`src/rtl/uart_tx.sv`:
```
// 8N1 UART transmitter with a small byte FIFO in front of the serializer.
// Bytes are accepted on a valid/ready port and sent LSB-first, back-to-back when queued.
//
// state   | meaning
// --------+----------------------------------------------------------
// S_IDLE  | line high, waiting for a queued byte
// S_START | start bit (0) for CLKS_PER_BIT clocks
// S_DATA  | data bit shift_q[bit_q] for CLKS_PER_BIT clocks, LSB first
// S_STOP  | stop bit (1); done pulse on last cycle, chain next byte if queued
module uart_tx #(
    parameter int FPGA_clk_freq = 50000000,
    parameter int baudrate      = 115200,
    parameter int FIFO_DEPTH    = 4
) (
    input  logic                          clk,
    input  logic                          rst,
    input  logic                          i_TX_DV,
    input  logic [7:0]                    i_TX_Byte,
    output logic                          o_TX_Ready,
    output logic [$clog2(FIFO_DEPTH):0]   o_FIFO_Count,
    output logic                          o_TX_Serial,
    output logic                          o_TX_Active,
    output logic                          o_TX_Done
);

    localparam int CLKS_PER_BIT = FPGA_clk_freq / baudrate;
    localparam int CNT_W        = $clog2(CLKS_PER_BIT);
    localparam int PTR_W        = $clog2(FIFO_DEPTH);
    localparam int CW           = PTR_W + 1;

    localparam logic [CNT_W-1:0] BIT_LAST = CNT_W'(CLKS_PER_BIT - 1);
    localparam logic [CNT_W-1:0] DONE_AT  = CNT_W'(CLKS_PER_BIT - 2);
    localparam logic [CW-1:0]    DEPTH_C  = CW'(FIFO_DEPTH);

    typedef enum logic [1:0] {
        S_IDLE,
        S_START,
        S_DATA,
        S_STOP
    } state_t;

    state_t             state_q, state_d;
    logic [CNT_W-1:0]   baud_q, baud_d;
    logic [2:0]         bit_q, bit_d;
    logic [7:0]         shift_q, shift_d;
    logic               serial_q, serial_d;
    logic               active_q, active_d;
    logic               done_q, done_d;

    logic [7:0]         mem [FIFO_DEPTH];
    logic [PTR_W-1:0]   wr_ptr_q, wr_ptr_d;
    logic [PTR_W-1:0]   rd_ptr_q, rd_ptr_d;
    logic [CW-1:0]      count_q, count_d;
    logic               ready_q, ready_d;

    logic               push;
    logic               pop;
    logic               fifo_nonempty;
    logic               bit_end;
    logic [7:0]         head;

    // Ready is registered, so a write while full is dropped even if a pop frees a slot that edge.
    always_comb begin
        push          = i_TX_DV & ready_q;
        fifo_nonempty = (count_q != '0);
        head          = mem[rd_ptr_q];
        wr_ptr_d      = push ? wr_ptr_q + PTR_W'(1) : wr_ptr_q;
        rd_ptr_d      = pop  ? rd_ptr_q + PTR_W'(1) : rd_ptr_q;
        count_d       = count_q;
        case ({push, pop})
            2'b10:   count_d = count_q + CW'(1);
            2'b01:   count_d = count_q - CW'(1);
            default: count_d = count_q;
        endcase
        ready_d = (count_d < DEPTH_C);
    end

    always_comb begin
        state_d = state_q;
        baud_d  = baud_q;
        bit_d   = bit_q;
        shift_d = shift_q;
        pop     = 1'b0;
        done_d  = 1'b0;
        bit_end = (baud_q == BIT_LAST);
        case (state_q)
            S_IDLE: begin
                baud_d = '0;
                bit_d  = '0;
                if (fifo_nonempty) begin
                    pop     = 1'b1;
                    shift_d = head;
                    state_d = S_START;
                end
            end
            S_START: begin
                if (bit_end) begin
                    baud_d  = '0;
                    bit_d   = '0;
                    state_d = S_DATA;
                end else begin
                    baud_d = baud_q + CNT_W'(1);
                end
            end
            S_DATA: begin
                if (bit_end) begin
                    baud_d = '0;
                    if (bit_q == 3'd7) begin
                        state_d = S_STOP;
                    end else begin
                        bit_d = bit_q + 3'd1;
                    end
                end else begin
                    baud_d = baud_q + CNT_W'(1);
                end
            end
            S_STOP: begin
                done_d = (baud_q == DONE_AT);
                if (bit_end) begin
                    baud_d = '0;
                    bit_d  = '0;
                    if (fifo_nonempty) begin
                        pop     = 1'b1;
                        shift_d = head;
                        state_d = S_START;
                    end else begin
                        state_d = S_IDLE;
                    end
                end else begin
                    baud_d = baud_q + CNT_W'(1);
                end
            end
            default: begin
                state_d = S_IDLE;
                baud_d  = '0;
                bit_d   = '0;
            end
        endcase
    end

    // Line outputs are derived from the next state so they register in step with it.
    always_comb begin
        serial_d = 1'b1;
        active_d = (state_d != S_IDLE);
        case (state_d)
            S_START: serial_d = 1'b0;
            S_DATA:  serial_d = shift_d[bit_d];
            default: serial_d = 1'b1;
        endcase
    end

    always_ff @(posedge clk) begin
        if (rst) begin
            state_q  <= S_IDLE;
            baud_q   <= '0;
            bit_q    <= '0;
            shift_q  <= '0;
            serial_q <= 1'b1;
            active_q <= 1'b0;
            done_q   <= 1'b0;
            wr_ptr_q <= '0;
            rd_ptr_q <= '0;
            count_q  <= '0;
            ready_q  <= 1'b1;
        end else begin
            state_q  <= state_d;
            baud_q   <= baud_d;
            bit_q    <= bit_d;
            shift_q  <= shift_d;
            serial_q <= serial_d;
            active_q <= active_d;
            done_q   <= done_d;
            wr_ptr_q <= wr_ptr_d;
            rd_ptr_q <= rd_ptr_d;
            count_q  <= count_d;
            ready_q  <= ready_d;
        end
    end

    always_ff @(posedge clk) begin
        if (!rst && push) begin
            mem[wr_ptr_q] <= i_TX_Byte;
        end
    end

    assign o_TX_Ready   = ready_q;
    assign o_FIFO_Count = count_q;
    assign o_TX_Serial  = serial_q;
    assign o_TX_Active  = active_q;
    assign o_TX_Done    = done_q;

endmodule

```
`config.mk`:
```
export PLATFORM = sky130hd
export DESIGN_NAME = uart_tx
export DESIGN_NICKNAME = d
export VERILOG_FILES = /design/src/rtl/uart_tx.sv
export SDC_FILE = /design/constraint.sdc
export NUM_CORES = 1
export LEC_CHECK = 0
export ABC_AREA = 1
export ABC_CLOCK_PERIOD_IN_PS = 5300
export BUFFER_PORTS_ARGS = -buffer_cell sky130_fd_sc_hd__buf_2
export CAP_MARGIN = 20
export CELL_PAD_IN_SITES_DETAIL_PLACEMENT = 2
export CELL_PAD_IN_SITES_GLOBAL_PLACEMENT = 2
export CORE_MARGIN = 5
export CORE_UTILIZATION = 40
export CTS_BUF_LIST = sky130_fd_sc_hd__clkbuf_8 sky130_fd_sc_hd__clkbuf_16
export CTS_CLUSTER_DIAMETER = 80
export DETAILED_ROUTE_END_ITERATION = 8
export GPL_TIMING_DRIVEN = 1
export PLACE_DENSITY_LB_ADDON = 0.1
export SLEW_MARGIN = 30
export SYNTH_ARGS = -nofsm -noshare
export SYNTH_HDL_FRONTEND = slang
export SYNTH_SLANG_ARGS = --single-unit
```
`constraint.sdc`:
```
create_clock -name clk -period 5.3 [get_ports clk]
set_input_delay 0.265 -clock clk [delete_from_list [all_inputs] [get_ports clk]]
set_output_delay 0.265 -clock clk [all_outputs]
set_load 0.05 [all_outputs]
```
==> results.yml <==
timing:
  worst_hold_margin_ps: 133
  hold_viol_final: 0
  rsz_0062_raised_after_global_routing: "no"
  clock.fmax_mhz: 404
  timing_worst_slew_pin_value_ps: 935
  setup_slack_ps: 2830
  max-slew-margin-rel_pct: 37.5
  fin_skew_ps: 7.85
  min_period_over_period_pct: 46.7
  post-route-min-period_ps: 2470
  max_slew_violation_count: 0
  timing.final.setup_violations: 0
  fin_tns_setup_ps: 0
placed_design:
  pre_cts_ws_ps: 2860
  detailed_place_hpwl_um: 6110
  gp_congestion: 0.773
  place.port_buffers: 17
  place.detailed.instances: 458
global_route:
  number_of_antenna_violations_at_the_first_check_in_global_routing: 0
  grt_start_max_net_pins: 17
  grt-ovfl-total: 0
  gr-usage-all-layers_pct: 20.0
  vias_in_the_first_global_route: 2791
  global_route_wire_length_before_repair_um: 14600
min_path:
  hold-path-cell-count: 1
  hp-class: "in -> reg"
  min_from: "i_TX_Byte[3]"
  whs_endpoint: "mem[2][3]"
synthesis:
  ys_seq_area_share_pct: 54.1
  syn_nets: 370
  synth_area_sq_um: 3070
  yosys_warnings: 0
  yosys_register_bits: 67
  syn_inst: 344
  ys_types: 33
  post_synth.cell_area_avg_sq_um: 8.93
critical_path:
  slowest_stage: "sky130_fd_sc_hd__dfxtp_1"
  cp_max_fo: 6
  r2r_end: "o_TX_Ready"
  critical_path.top_delay_family: "adder cells"
  critPathRequiredTime_ps: 5540
  critical_path.startpoint_type: "register"
  timing_worst_setup_path_type: "reg -> reg"
  crit_chain: "inv_1 -> ha_1 -> inv_1 -> nand2_1 -> nand2_1 -> nor2_2 -> nand2_4 -> clkinv_4 -> ha_1 -> fa_1 -> xnor2_1 -> mux2i_1 -> nor2_1 -> inv_1"
  r2r_cells: 14
  ff2ff_setup_slack_ps: 2830
  path_buf_inv: 4
  critPathMostFrequentCell: "sky130_fd_sc_hd__inv_1"
  critical_path_arrival_ps: 2720
  ff_to_ff_start: "state_q[1]"
  crit_path_max_incr_delay_ps: 430
  worstSetupEndpointType: "register"
power:
  powerDensity_nw_per_um2: 523
  ir_worst_vdd_v: 0.000221
  combinational_fraction_of_design_power_pct: 34.1
  pwr-share-seq_pct: 36.8
  net-switching-power_uw: 713
  fin_total_pwr_mw: 1.83
  p_int_mw: 1.12
  pwr-share-clk_pct: 29.0
  power.share.switching_pct: 38.9
  p_leak_nw: 1.45
clock_tree:
  cts_made_buffers: 9
  tritoncts: "yes"
  cts_max_level: 3
  cts.sink_count: 67
  cts.repair_timing.setup_buffer_count: 0
  clk_latency_ps: 350
  cts_hold_repair.buffers: 0
  clk_pin_slew_worst_paths_ps: 80
  clock_tree.root_cell: "sky130_fd_sc_hd__clkbuf_8"
  cts_max_path_buffers: 2
  post_cts_resize_count: 0
floorplanning:
  io-pin-count: 18
  initial_utilization_pct: 40.4
  die_area_sq_um: 9540
  die_w_um: 97.7
  floorplan.rows: 32
  die_height_um: 97.7
  core_area_sq_um: 7610
drt:
  route.vias.total: 2441
  antenna_left: 0
  remaining_drc_errors: 0
  initialDrtViolationCount: 68
  route.detailed.wl_per_inst_um: 18.4
  route.final.wire_length_um: 8750
  dr.pass1.iters: 5
  avgViaCountPerCell: 5.15
finish:
  design.final.nets: 393
  final_layout_size_suffix_gt1_share_pct: 14.2
  flow.area_growth_from_synthesis_pct: 14.0
  insertedDiodeCount: 0
  fin_cells: 474
run_status:
  result_of_the_run: "complete, no violations"
run:
  drv_cap: 0
## registers in the layout, indices dropped and copies added (netlist names), 2 cells and up, named ones only
name	cells
state_q	2
bit_q	3
baud_q	9
shift_q	8
rd_ptr_q	2
o_FIFO_Count	2
wr_ptr_q	2
mem	32
## metal layers
metal	global-route usage (%)	routed length (um)	part of all wire, %	vias to the layer above
li1	-	-	-	1163
met1	22.7	3680	42	1219
met2	37.0	4540	52	40
met3	3.23	317	3.6	19
met4	8.31	209	2.4	0
met5	0	0	0	-
## cells in the mapped netlist
library cell               instances  area [sq um]
sky130_fd_sc_hd__mux2i_1           1          10.0
sky130_fd_sc_hd__nor2_2            2          12.5
sky130_fd_sc_hd__nand4_1           1          6.26
sky130_fd_sc_hd__nand2_2           5          31.3
sky130_fd_sc_hd__xnor2_1           4          35.0
sky130_fd_sc_hd__nor3_2            1          10.0
sky130_fd_sc_hd__nand2_1          67           251
sky130_fd_sc_hd__o21ai_0          20           100
sky130_fd_sc_hd__nand3_1          27           135
sky130_fd_sc_hd__nor4_1            2          12.5
sky130_fd_sc_hd__nor3_1            3          15.0
sky130_fd_sc_hd__or2_2             2          12.5
sky130_fd_sc_hd__inv_4             1          6.26
sky130_fd_sc_hd__buf_6             1          11.3
sky130_fd_sc_hd__nor3b_1           1          7.51
sky130_fd_sc_hd__clkbuf_1          1          3.75
sky130_fd_sc_hd__nor2_4            1          11.3
sky130_fd_sc_hd__nor2_1           40           150
sky130_fd_sc_hd__buf_2             3          15.0
sky130_fd_sc_hd__nand3_2           1          10.0
sky130_fd_sc_hd__inv_1            41           154
sky130_fd_sc_hd__o22ai_1           4          25.0
sky130_fd_sc_hd__a21o_1            1          7.51
sky130_fd_sc_hd__clkinv_1          2          7.51
sky130_fd_sc_hd__o21ai_1           6          30.0
sky130_fd_sc_hd__nand2_4           4          45.0
sky130_fd_sc_hd__a21oi_1          16          80.1
sky130_fd_sc_hd__ha_1             14           175
sky130_fd_sc_hd__dfxtp_1          35           701
sky130_fd_sc_hd__inv_2             3          11.3
sky130_fd_sc_hd__edfxtp_1         32           961
sky130_fd_sc_hd__fa_1              1          20.0
sky130_fd_sc_hd__clkinv_4          1          8.76
## cells by family (layout without fill, tap and decap cells)
family	after synthesis	after routing	share of synthesized area, %
AO/OA/AOI/OAI	47	47	7.90
XOR/XNOR	4	4	1.14
adder cells (fa/ha/maj)	15	15	6.35
buffers and inverters	53	81	7.08
flip-flops	67	67	54.1
multiplexers	1	1	0.326
AND/OR/NAND/NOR	157	157	23.1
## how the worst max path moves through the flow
stage               startpoint    endpoint  slack, ps  depth (start not counted)
2_1_floorplan  o_FIFO_Count[1]  o_TX_Ready       3110                         10
3_3_place_gp        state_q[1]  o_TX_Ready       3050                         14
3_5_place_dp        state_q[1]  o_TX_Ready       2860                         14
4_1_cts             state_q[1]  o_TX_Ready       2820                         14
5_1_grt             state_q[1]  o_TX_Ready       2630                         14
6_report            state_q[1]  o_TX_Ready       2830                         14
## power groups by stage
| stage | clock network [mW] | registers, mW | logic [mW] |
|---|---|---|---|
| after detailed placement | 0 | 0.687 | 0.611 |
| final | 0.532 | 0.675 | 0.626 |
| after global routing | 0.568 | 0.686 | 0.706 |
| after CTS | 0.542 | 0.676 | 0.635 |
| after floorplan | 0 | 0.709 | 0.410 |
| after global placement | 0 | 0.677 | 0.573 |
## layout make-up
type,instances,area [sq um]
Sequential cell,67,1660
Multi-Input combinational cell,224,1190
Clock buffer,10,138
Inverter,48,188
Timing Repair Buffer,17,85.1
Clock inverter,6,111
Fill cell,845,4100
Tap cell,102,128
## worst reg2reg max path: stages, from the launching register on
cell	delay (ps)
sky130_fd_sc_hd__dfxtp_1	430
sky130_fd_sc_hd__inv_1	110
sky130_fd_sc_hd__ha_1	190
sky130_fd_sc_hd__inv_1	100
sky130_fd_sc_hd__nand2_1	110
sky130_fd_sc_hd__nand2_1	90
sky130_fd_sc_hd__nor2_2	70
sky130_fd_sc_hd__nand2_4	130
sky130_fd_sc_hd__clkinv_4	80
sky130_fd_sc_hd__ha_1	230
sky130_fd_sc_hd__fa_1	390
sky130_fd_sc_hd__xnor2_1	190
sky130_fd_sc_hd__mux2i_1	90
sky130_fd_sc_hd__nor2_1	120
sky130_fd_sc_hd__inv_1	50
## through the flow
step | cell area [sq um] | utilization [%]
final | 3500 | 46.1
after global placement | 3260 | 42.8
after CTS | 3500 | 46.1
after floorplan | 3070 | -
after detailed placement | 3260 | 42.8
after global routing | 3500 | 46.1
## layout by cell type, fill, tap and decap left out
cell / Yosys / layout
sky130_fd_sc_hd__a21o_1: 1 / 1
sky130_fd_sc_hd__a21oi_1: 16 / 16
sky130_fd_sc_hd__buf_2: 3 / 17
sky130_fd_sc_hd__bufinv_16: 0 / 3
sky130_fd_sc_hd__clkbuf_8: 0 / 10
sky130_fd_sc_hd__clkinv_1: 2 / 3
sky130_fd_sc_hd__clkinv_4: 1 / 2
sky130_fd_sc_hd__dfxtp_1: 35 / 35
sky130_fd_sc_hd__edfxtp_1: 32 / 32
sky130_fd_sc_hd__fa_1: 1 / 1
sky130_fd_sc_hd__ha_1: 14 / 14
sky130_fd_sc_hd__inv_1: 41 / 41
sky130_fd_sc_hd__inv_2: 3 / 3
sky130_fd_sc_hd__inv_4: 1 / 1
sky130_fd_sc_hd__inv_6: 0 / 1
sky130_fd_sc_hd__mux2i_1: 1 / 1
sky130_fd_sc_hd__nand2_1: 67 / 67
sky130_fd_sc_hd__nand2_2: 5 / 5
sky130_fd_sc_hd__nand2_4: 4 / 4
sky130_fd_sc_hd__nand3_1: 27 / 27
sky130_fd_sc_hd__nand3_2: 1 / 1
sky130_fd_sc_hd__nand4_1: 1 / 1
sky130_fd_sc_hd__nor2_1: 40 / 40
sky130_fd_sc_hd__nor2_2: 2 / 2
sky130_fd_sc_hd__nor2_4: 1 / 1
sky130_fd_sc_hd__nor3_1: 3 / 3
sky130_fd_sc_hd__nor3_2: 1 / 1
sky130_fd_sc_hd__nor3b_1: 1 / 1
sky130_fd_sc_hd__nor4_1: 2 / 2
sky130_fd_sc_hd__o21ai_0: 20 / 20
sky130_fd_sc_hd__o21ai_1: 6 / 6
sky130_fd_sc_hd__o22ai_1: 4 / 4
sky130_fd_sc_hd__or2_2: 2 / 2
sky130_fd_sc_hd__xnor2_1: 4 / 4
(Power assumes the default switching activity.)
